File: src/rtl/pe_scatter_if.sv
// Handshake bundle for pe_scatter: addressed word stream in, parallel frame out.
// master = source/consumer side (testbench or upstream), slave = the scatter buffer.
interface pe_scatter_if #(
  parameter int WIDTH     = 8,
  parameter int SEL_WIDTH = 3
);
  localparam int N_OUT = 2 ** SEL_WIDTH;

  logic                 in_valid;
  logic                 in_ready;
  logic [WIDTH-1:0]     in_data;
  logic [SEL_WIDTH-1:0] in_sel;
  logic                 in_last;
  logic                 out_valid;
  logic                 out_ready;
  logic [WIDTH-1:0]     out_data [N_OUT];
  logic [N_OUT-1:0]     out_mask;

  modport master (
    output in_valid, in_data, in_sel, in_last, out_ready,
    input  in_ready, out_valid, out_data, out_mask
  );

  modport slave (
    input  in_valid, in_data, in_sel, in_last, out_ready,
    output in_ready, out_valid, out_data, out_mask
  );
endinterface

File: src/rtl/pe_scatter.sv
// 1-to-N scatter buffer: fills N lanes from an addressed word stream, then presents the frame.
// Optional macro PE_SCATTER_COLLIDE_EN: first write wins per lane, sticky collide flag output.
module pe_scatter #(
  parameter int WIDTH     = 8,
  parameter int SEL_WIDTH = 3
) (
  input  logic         clk,
  input  logic         rst,
  pe_scatter_if.slave  bus
`ifdef PE_SCATTER_COLLIDE_EN
  ,
  output logic         collide
`endif
);
  localparam int N_OUT = 2 ** SEL_WIDTH;

  localparam logic [0:0] ST_FILL = 1'b0;
  localparam logic [0:0] ST_HOLD = 1'b1;

  logic [0:0]       state_reg;
  logic [0:0]       state_next;
  logic [WIDTH-1:0] data_reg [N_OUT];
  logic [N_OUT-1:0] mask_reg;
  logic [N_OUT-1:0] mask_next;
  logic [N_OUT-1:0] sel_onehot;
  logic             accept;
  logic             release_frame;
  logic             close_frame;

  // Reset gates in_ready so nothing is taken while rst is held.
  assign bus.in_ready  = (state_reg == ST_FILL) && !rst;
  assign bus.out_valid = (state_reg == ST_HOLD);
  assign bus.out_mask  = mask_reg;

  assign accept        = bus.in_valid && bus.in_ready;
  assign release_frame = bus.out_valid && bus.out_ready;

  always_comb begin
    sel_onehot = '0;
    if (accept) begin
      sel_onehot = N_OUT'(1) << bus.in_sel;
    end
    mask_next   = mask_reg | sel_onehot;
    close_frame = accept && (bus.in_last || (&mask_next));
  end

  always_comb begin
    state_next = state_reg;
    case (state_reg)
      ST_FILL: if (close_frame)   state_next = ST_HOLD;
      ST_HOLD: if (release_frame) state_next = ST_FILL;
      default: state_next = ST_FILL;
    endcase
  end

  always_ff @(posedge clk) begin
    if (rst) begin
      state_reg <= ST_FILL;
      mask_reg  <= '0;
    end else begin
      state_reg <= state_next;
      if (release_frame) begin
        mask_reg <= '0;
      end else begin
        mask_reg <= mask_next;
      end
    end
  end

  genvar gi;
  generate
    for (gi = 0; gi < N_OUT; gi++) begin : g_lane
      logic lane_wr;
`ifdef PE_SCATTER_COLLIDE_EN
      assign lane_wr = sel_onehot[gi] && !mask_reg[gi];
`else
      assign lane_wr = sel_onehot[gi];
`endif
      always_ff @(posedge clk) begin
        if (rst || release_frame) begin
          data_reg[gi] <= '0;
        end else if (lane_wr) begin
          data_reg[gi] <= bus.in_data;
        end
      end
      assign bus.out_data[gi] = data_reg[gi];
    end
  endgenerate

`ifdef PE_SCATTER_COLLIDE_EN
  logic collide_reg;
  // A hit on an already-set lane is a collision; the flag only clears on reset.
  always_ff @(posedge clk) begin
    if (rst) begin
      collide_reg <= 1'b0;
    end else if ((|(sel_onehot & mask_reg))) begin
      collide_reg <= 1'b1;
    end
  end
  assign collide = collide_reg;
`endif

endmodule

File: src/flat_wrapper.sv
// flat-port wrapper written by rule: the top's interface ports become plain ports
module pe_scatter_flat 
#(
  parameter int WIDTH     = 8,
  parameter int SEL_WIDTH = 3
)
  (clk, rst, bus_in_valid, bus_in_data, bus_in_sel, bus_in_last, bus_out_ready, bus_in_ready, bus_out_valid, bus_out_data, bus_out_mask);
  pe_scatter_if #(.WIDTH(WIDTH), .SEL_WIDTH(SEL_WIDTH)) bus_i ();
  input  logic clk;
  input  logic rst;
  input wire logic [$bits(bus_i.in_valid)-1:0] bus_in_valid;
  input wire logic [$bits(bus_i.in_data)-1:0] bus_in_data;
  input wire logic [$bits(bus_i.in_sel)-1:0] bus_in_sel;
  input wire logic [$bits(bus_i.in_last)-1:0] bus_in_last;
  input wire logic [$bits(bus_i.out_ready)-1:0] bus_out_ready;
  output wire logic [$bits(bus_i.in_ready)-1:0] bus_in_ready;
  output wire logic [$bits(bus_i.out_valid)-1:0] bus_out_valid;
  output wire logic [$bits(bus_i.out_data)-1:0] bus_out_data;
  output wire logic [$bits(bus_i.out_mask)-1:0] bus_out_mask;
  assign bus_i.in_valid = bus_in_valid;
  assign bus_i.in_data = bus_in_data;
  assign bus_i.in_sel = bus_in_sel;
  assign bus_i.in_last = bus_in_last;
  assign bus_i.out_ready = bus_out_ready;
  assign bus_in_ready = bus_i.in_ready;
  assign bus_out_valid = bus_i.out_valid;
  assign bus_out_data = {>>{bus_i.out_data}};
  assign bus_out_mask = bus_i.out_mask;
  pe_scatter #(.WIDTH(WIDTH), .SEL_WIDTH(SEL_WIDTH)) u_core (.clk(clk), .rst(rst), .bus(bus_i));
endmodule
File: config.mk
export PLATFORM = sky130hd
export DESIGN_NAME = pe_scatter_flat
export DESIGN_NICKNAME = d
export VERILOG_FILES = /design/src/rtl/pe_scatter_if.sv /design/src/rtl/pe_scatter.sv /design/src/flat_wrapper.sv
export SDC_FILE = /design/constraint.sdc
export NUM_CORES = 1
export LEC_CHECK = 0
export CAP_MARGIN = 30
export CORE_MARGIN = 10
export CORE_UTILIZATION = 51
export CTS_CLUSTER_SIZE = 28
export DETAILED_ROUTE_END_ITERATION = 7
export DONT_BUFFER_PORTS = 1
export PLACE_DENSITY_LB_ADDON = 0.05
export SLEW_MARGIN = 0
export SYNTH_ARGS = -nofsm -noshare
export SYNTH_HDL_FRONTEND = slang
export SYNTH_SLANG_ARGS = --single-unit
File: constraint.sdc
create_clock -name clk -period 5.24 [get_ports clk]
set_input_delay 1.048 -clock clk [delete_from_list [all_inputs] [get_ports clk]]
set_output_delay 1.048 -clock clk [all_outputs]
set_load 0.03 [all_outputs]
== Word level (Yosys, flattened, before mapping) ==
Memory sizes are Yosys's and may differ from the RTL's.
Cells that the tools add are included.

* Shift-type cells: 1
* Multiplexer cells: 38
* Bitwise gates (word level): 10
* Reduce and logical (&&, ||, !) cells: 9

{| class="wikitable"
|+ Operators with widths
! operator !! number
|-
| 2-to-1 mux 8 bit || 9
|-
| 2-to-1 mux 1 bit || 28
|-
| OR 1 bit || 8
|-
| OR 8 bit || 1
|-
| AND reduction 8 bit || 1
|-
| left shift 1 x 3 -> 8 bit (first input constant) || 1
|-
| logical AND 1 bit || 4
|-
| logical OR 1 bit || 2
|-
| one-hot mux 1 bit (2 select lines) || 1
|-
| OR reduction 2 bit || 1
|-
| zero test 1 bit || 1
|-
| NOT 1 bit || 1
|}

* Flip-flop bits (word level): 9
* Bits in writable memories: 64
* Bits of input ports: 16
* Output and inout bits: 74
* Logic and storage cells: 61
* Memories: 1

{| class="wikitable"
|+ Memories
! name !! words !! bits a word !! rd ports !! clocked after memory_dff !! wr ports !! line !! text
|-
| u_core.data_reg || 8 || 8 || 8 || 0 || 8 || pe_scatter.sv:22 || <nowiki>logic [WIDTH-1:0] data_reg [N_OUT];</nowiki>
|}

== Longest topological paths before layout ==
* Depth after elaboration: 10
* Gate-level depth with buffers: 5
* Depth with buffers taken out: 4

== Least setup slack after synthesis ==
No wires, ideal clock.

* Kind: input-to-reg
* From: in rst
* To: mem u_core.data_reg[7][0], in the netlist u_core.data_reg[1][24], enable pin
* Arrival: 2.317 ns
* Slack: 2.539 ns
* Stages on the path: 3
* Buffers on the path: 0
* Path through: nor2_1 -> nand2_1 -> o21ai_0

{| class="wikitable"
|+ RTL lines
! element !! line !! text
|-
| start: declaration || flat_wrapper.sv:10 || <nowiki>input logic rst;</nowiki>
|-
| end: declaration || pe_scatter.sv:22 ||
|}

==> flow_summary.toml <==
[run_status]
status = "finished clean"

[sta]
slew_headroom_pct = 31.9
tns_ns = 0
tightest_slew_ns = 1.01
drv_slew = 0
period_minus_slack_ns = 3.04
hold_viol = 0
fmax_ghz = 0.329
setup_viol = 0
skew_ns = 0.00643
rsz0062_at_grt = "false"
min_period_over_period_pct = 58.0

[clock_tree]
clk_pin_slew_ns = 0.07
cts_tree = "yes"
postCtsResizedCells = 0
cts_inserted_buffers = 9
cts_max_level = 3
hold_buffers = 0
clk_path_buf_depth = 2
clock_sinks = 73
worstSkewPairLatency_ns = 0.33
postCtsSetupBuffers = 0
cts-root-buf = "clkbuf_8"

[drt]
vias_per_cell = 5.78
route.vias.total = 1548
wl_per_cell_um = 24.9
firstDrtPassIters = 4
postRouteAntennaNets = 0
drc_errors = 0
drtIter0Drc = 100
wl_mm = 6.67

[grt]
grt_pass1_vias = 1578
use_met1_pct = 17.7
grt_max_degree = 21
grt_pass1_wl_mm = 9.92
use_met3_pct = 8.56
grt_util_met2_pct = 23.8
grt_busiest_layer = "met2"
antenna_found_initial = 0
grt.overflow.total = 0
grt_use_total_pct = 15.3

[cells_and_area]
syn_to_final_growth_pct = 8.13
fill_cells = 468
fin_nets = 207
seqCellArea_um2 = 2100
layout-drive-gt1-share_pct = 12.2
largest_register_ffs = 64
multi_input_area_um2 = 716
antenna_cells = 0

[logic_synthesis]
yosys.area.top_type = "edfxtp_1"
synthArstFlopShare_pct = 0
ys_seq_area_share_pct = 73.5
synthAdderAreaFrac_pct = 0
synth_compound_area_share_pct = 4.29
ys.flop_type = "edfxtp_1"
syn_area_per_cell_um2 = 15.1
syn-cell-area_um2 = 2860
synth_edf_count = 64
synthSimpleGateAreaFrac_pct = 20.4
synth_top_family_by_area = "simple AND/OR/NAND/NOR gates"
synth_most_common_cell = "edfxtp_1"
synth_seq_cells = 73
synth.distinct_cells = 29
synth_common_cells = "64 x edfxtp_1, 34 x and2_1, 29 x and3_1"
synth_area_leaders = "edfxtp_1 67%, and2_1 7.4%, and3_1 6.3%"
yosysWarnings = 0
synth_nets = 205
netlist_instances = 189
synth_top_area_share_pct = 67.2
synthMuxAreaShare_pct = 0.350
synth_xor_area_share_pct = 0

[worst_setup_path]
path_cells = "nor3_2, nor3b_1, nand2b_1"
end_kind = "flop"
max_stage_delay_ns = 0.88
worstRegToRegCells = 3
critPathSlowestCell = "nor3b_1"
crit_type = "in -> reg"
cp-start-kind = "input port"
cp_max_fo = 20
arrival_ns = 3.04
cp.required_ns = 5.24

[power]
power.density_nw_per_um2 = 381
p_leak_nw = 1.24
power_mw = 1.18
peakVddDrop_v = 0.000221

[hold_path]
hold_path.class = "reg -> reg"
whs_path_depth = 1

[die]
num_rows = 27
die_w_um = 94.9
core_area_um2 = 5470
die_h_um = 94.9
dieArea_um2 = 9010
ioPinCount = 90
initial_core_util_pct = 52.3

[job]
maxCapViolCount = 0

[placement]
port_buffers = 0
routabilityCongestion = 0.783
dp_hpwl_mm = 4.71
-- worst max-delay path, delay by kind of cell --
kind / cells / cell delay, ns
simple gates: 3 / 1.99
-- cell usage in the layout, fill, tap and decap left out --
cell / n
nand2_1: 3
nor3b_2: 2
and2_4: 1
o2111ai_1: 1
edfxtp_1: 64
nor3_2: 1
bufinv_16: 1
nand3_1: 1
and2_2: 1
and3_2: 3
mux2i_1: 1
a31o_2: 1
nor2_1: 2
clkbuf_1: 3
buf_4: 1
nand2b_1: 8
clkinv_2: 2
o41ai_2: 1
nor3b_1: 1
a21oi_1: 1
and2_1: 34
and3_1: 29
and3b_1: 1
o21ai_0: 1
clkinv_1: 1
nor2b_1: 1
o22ai_1: 3
nor3b_4: 1
clkbuf_8: 9
o21a_1: 8
dfxtp_1: 9
-- metal layers --
| layer | part of all wire (%) | up-vias | routed length, µm |
|---|---|---|---|
| met4 | 0.66 | 0 | 44 |
| met5 | 0 | - | 0 |
| met1 | 40 | 770 | 2650 |
| met2 | 49 | 78 | 3240 |
| met3 | 11 | 4 | 729 |
| li1 | - | 696 | - |
-- power by group --
group	switching [mW]	internal, mW	total, mW
sequential	0.0702	0.663	0.733
clock	0.192	0.217	0.410
combinational	0.0266	0.00990	0.0365
total	0.289	0.890	1.18
-- layout make-up --
cell class / count / area share, %
Clock buffer: 12 / 4.37
Clock inverter: 4 / 1.42
Multi-Input combinational cell: 106 / 23.1
Sequential cell: 73 / 67.9
Tap cell: 72 / 2.91
Timing Repair Buffer: 1 / 0.243
-- logic make-up after synthesis --
| family | after synthesis |
|---|---|
| mux | 1 |
| buf+inv | 10 |
| compound gates | 16 |
| flops | 73 |
| simple gates | 89 |
-- final timing paths --
| kind | end | slack, ns | start |
|---|---|---|---|
| max | u_core.data_reg[1][7]$_SDFFCE_PN0P_ | 2.20 | rst |
| min | u_core.bus.out_mask[7]$_SDFF_PP0_ | 0.70 | u_core.bus.out_mask[7]$_SDFF_PP0_ |
| max reg2reg | u_core.data_reg[1][7]$_SDFFCE_PN0P_ | 2.31 | u_core.bus.out_valid$_SDFF_PP0_ |
| min reg2reg | u_core.bus.out_mask[7]$_SDFF_PP0_ | 0.70 | u_core.bus.out_mask[7]$_SDFF_PP0_ |
-- stage by stage --
| step | util [%] | cells | instance area (µm²) | setup WS, ns | hold slack [ns] |
|---|---|---|---|---|---|
| final | 56.5 | 268 | 3090 | 2.20 | 0.695 |
| after global routing | 56.5 | 268 | 3090 | 1.99 | 0.712 |
| after detailed placement | 53.3 | 252 | 2920 | 1.87 | 0.690 |
| after global placement | 53.3 | 252 | 2920 | 2.14 | 0.682 |
| after floorplan | - | 189 | 2860 | 2.54 | 0.657 |
| after CTS | 56.5 | 268 | 3090 | 2.18 | 0.701 |
(Power assumes the default switching activity.)
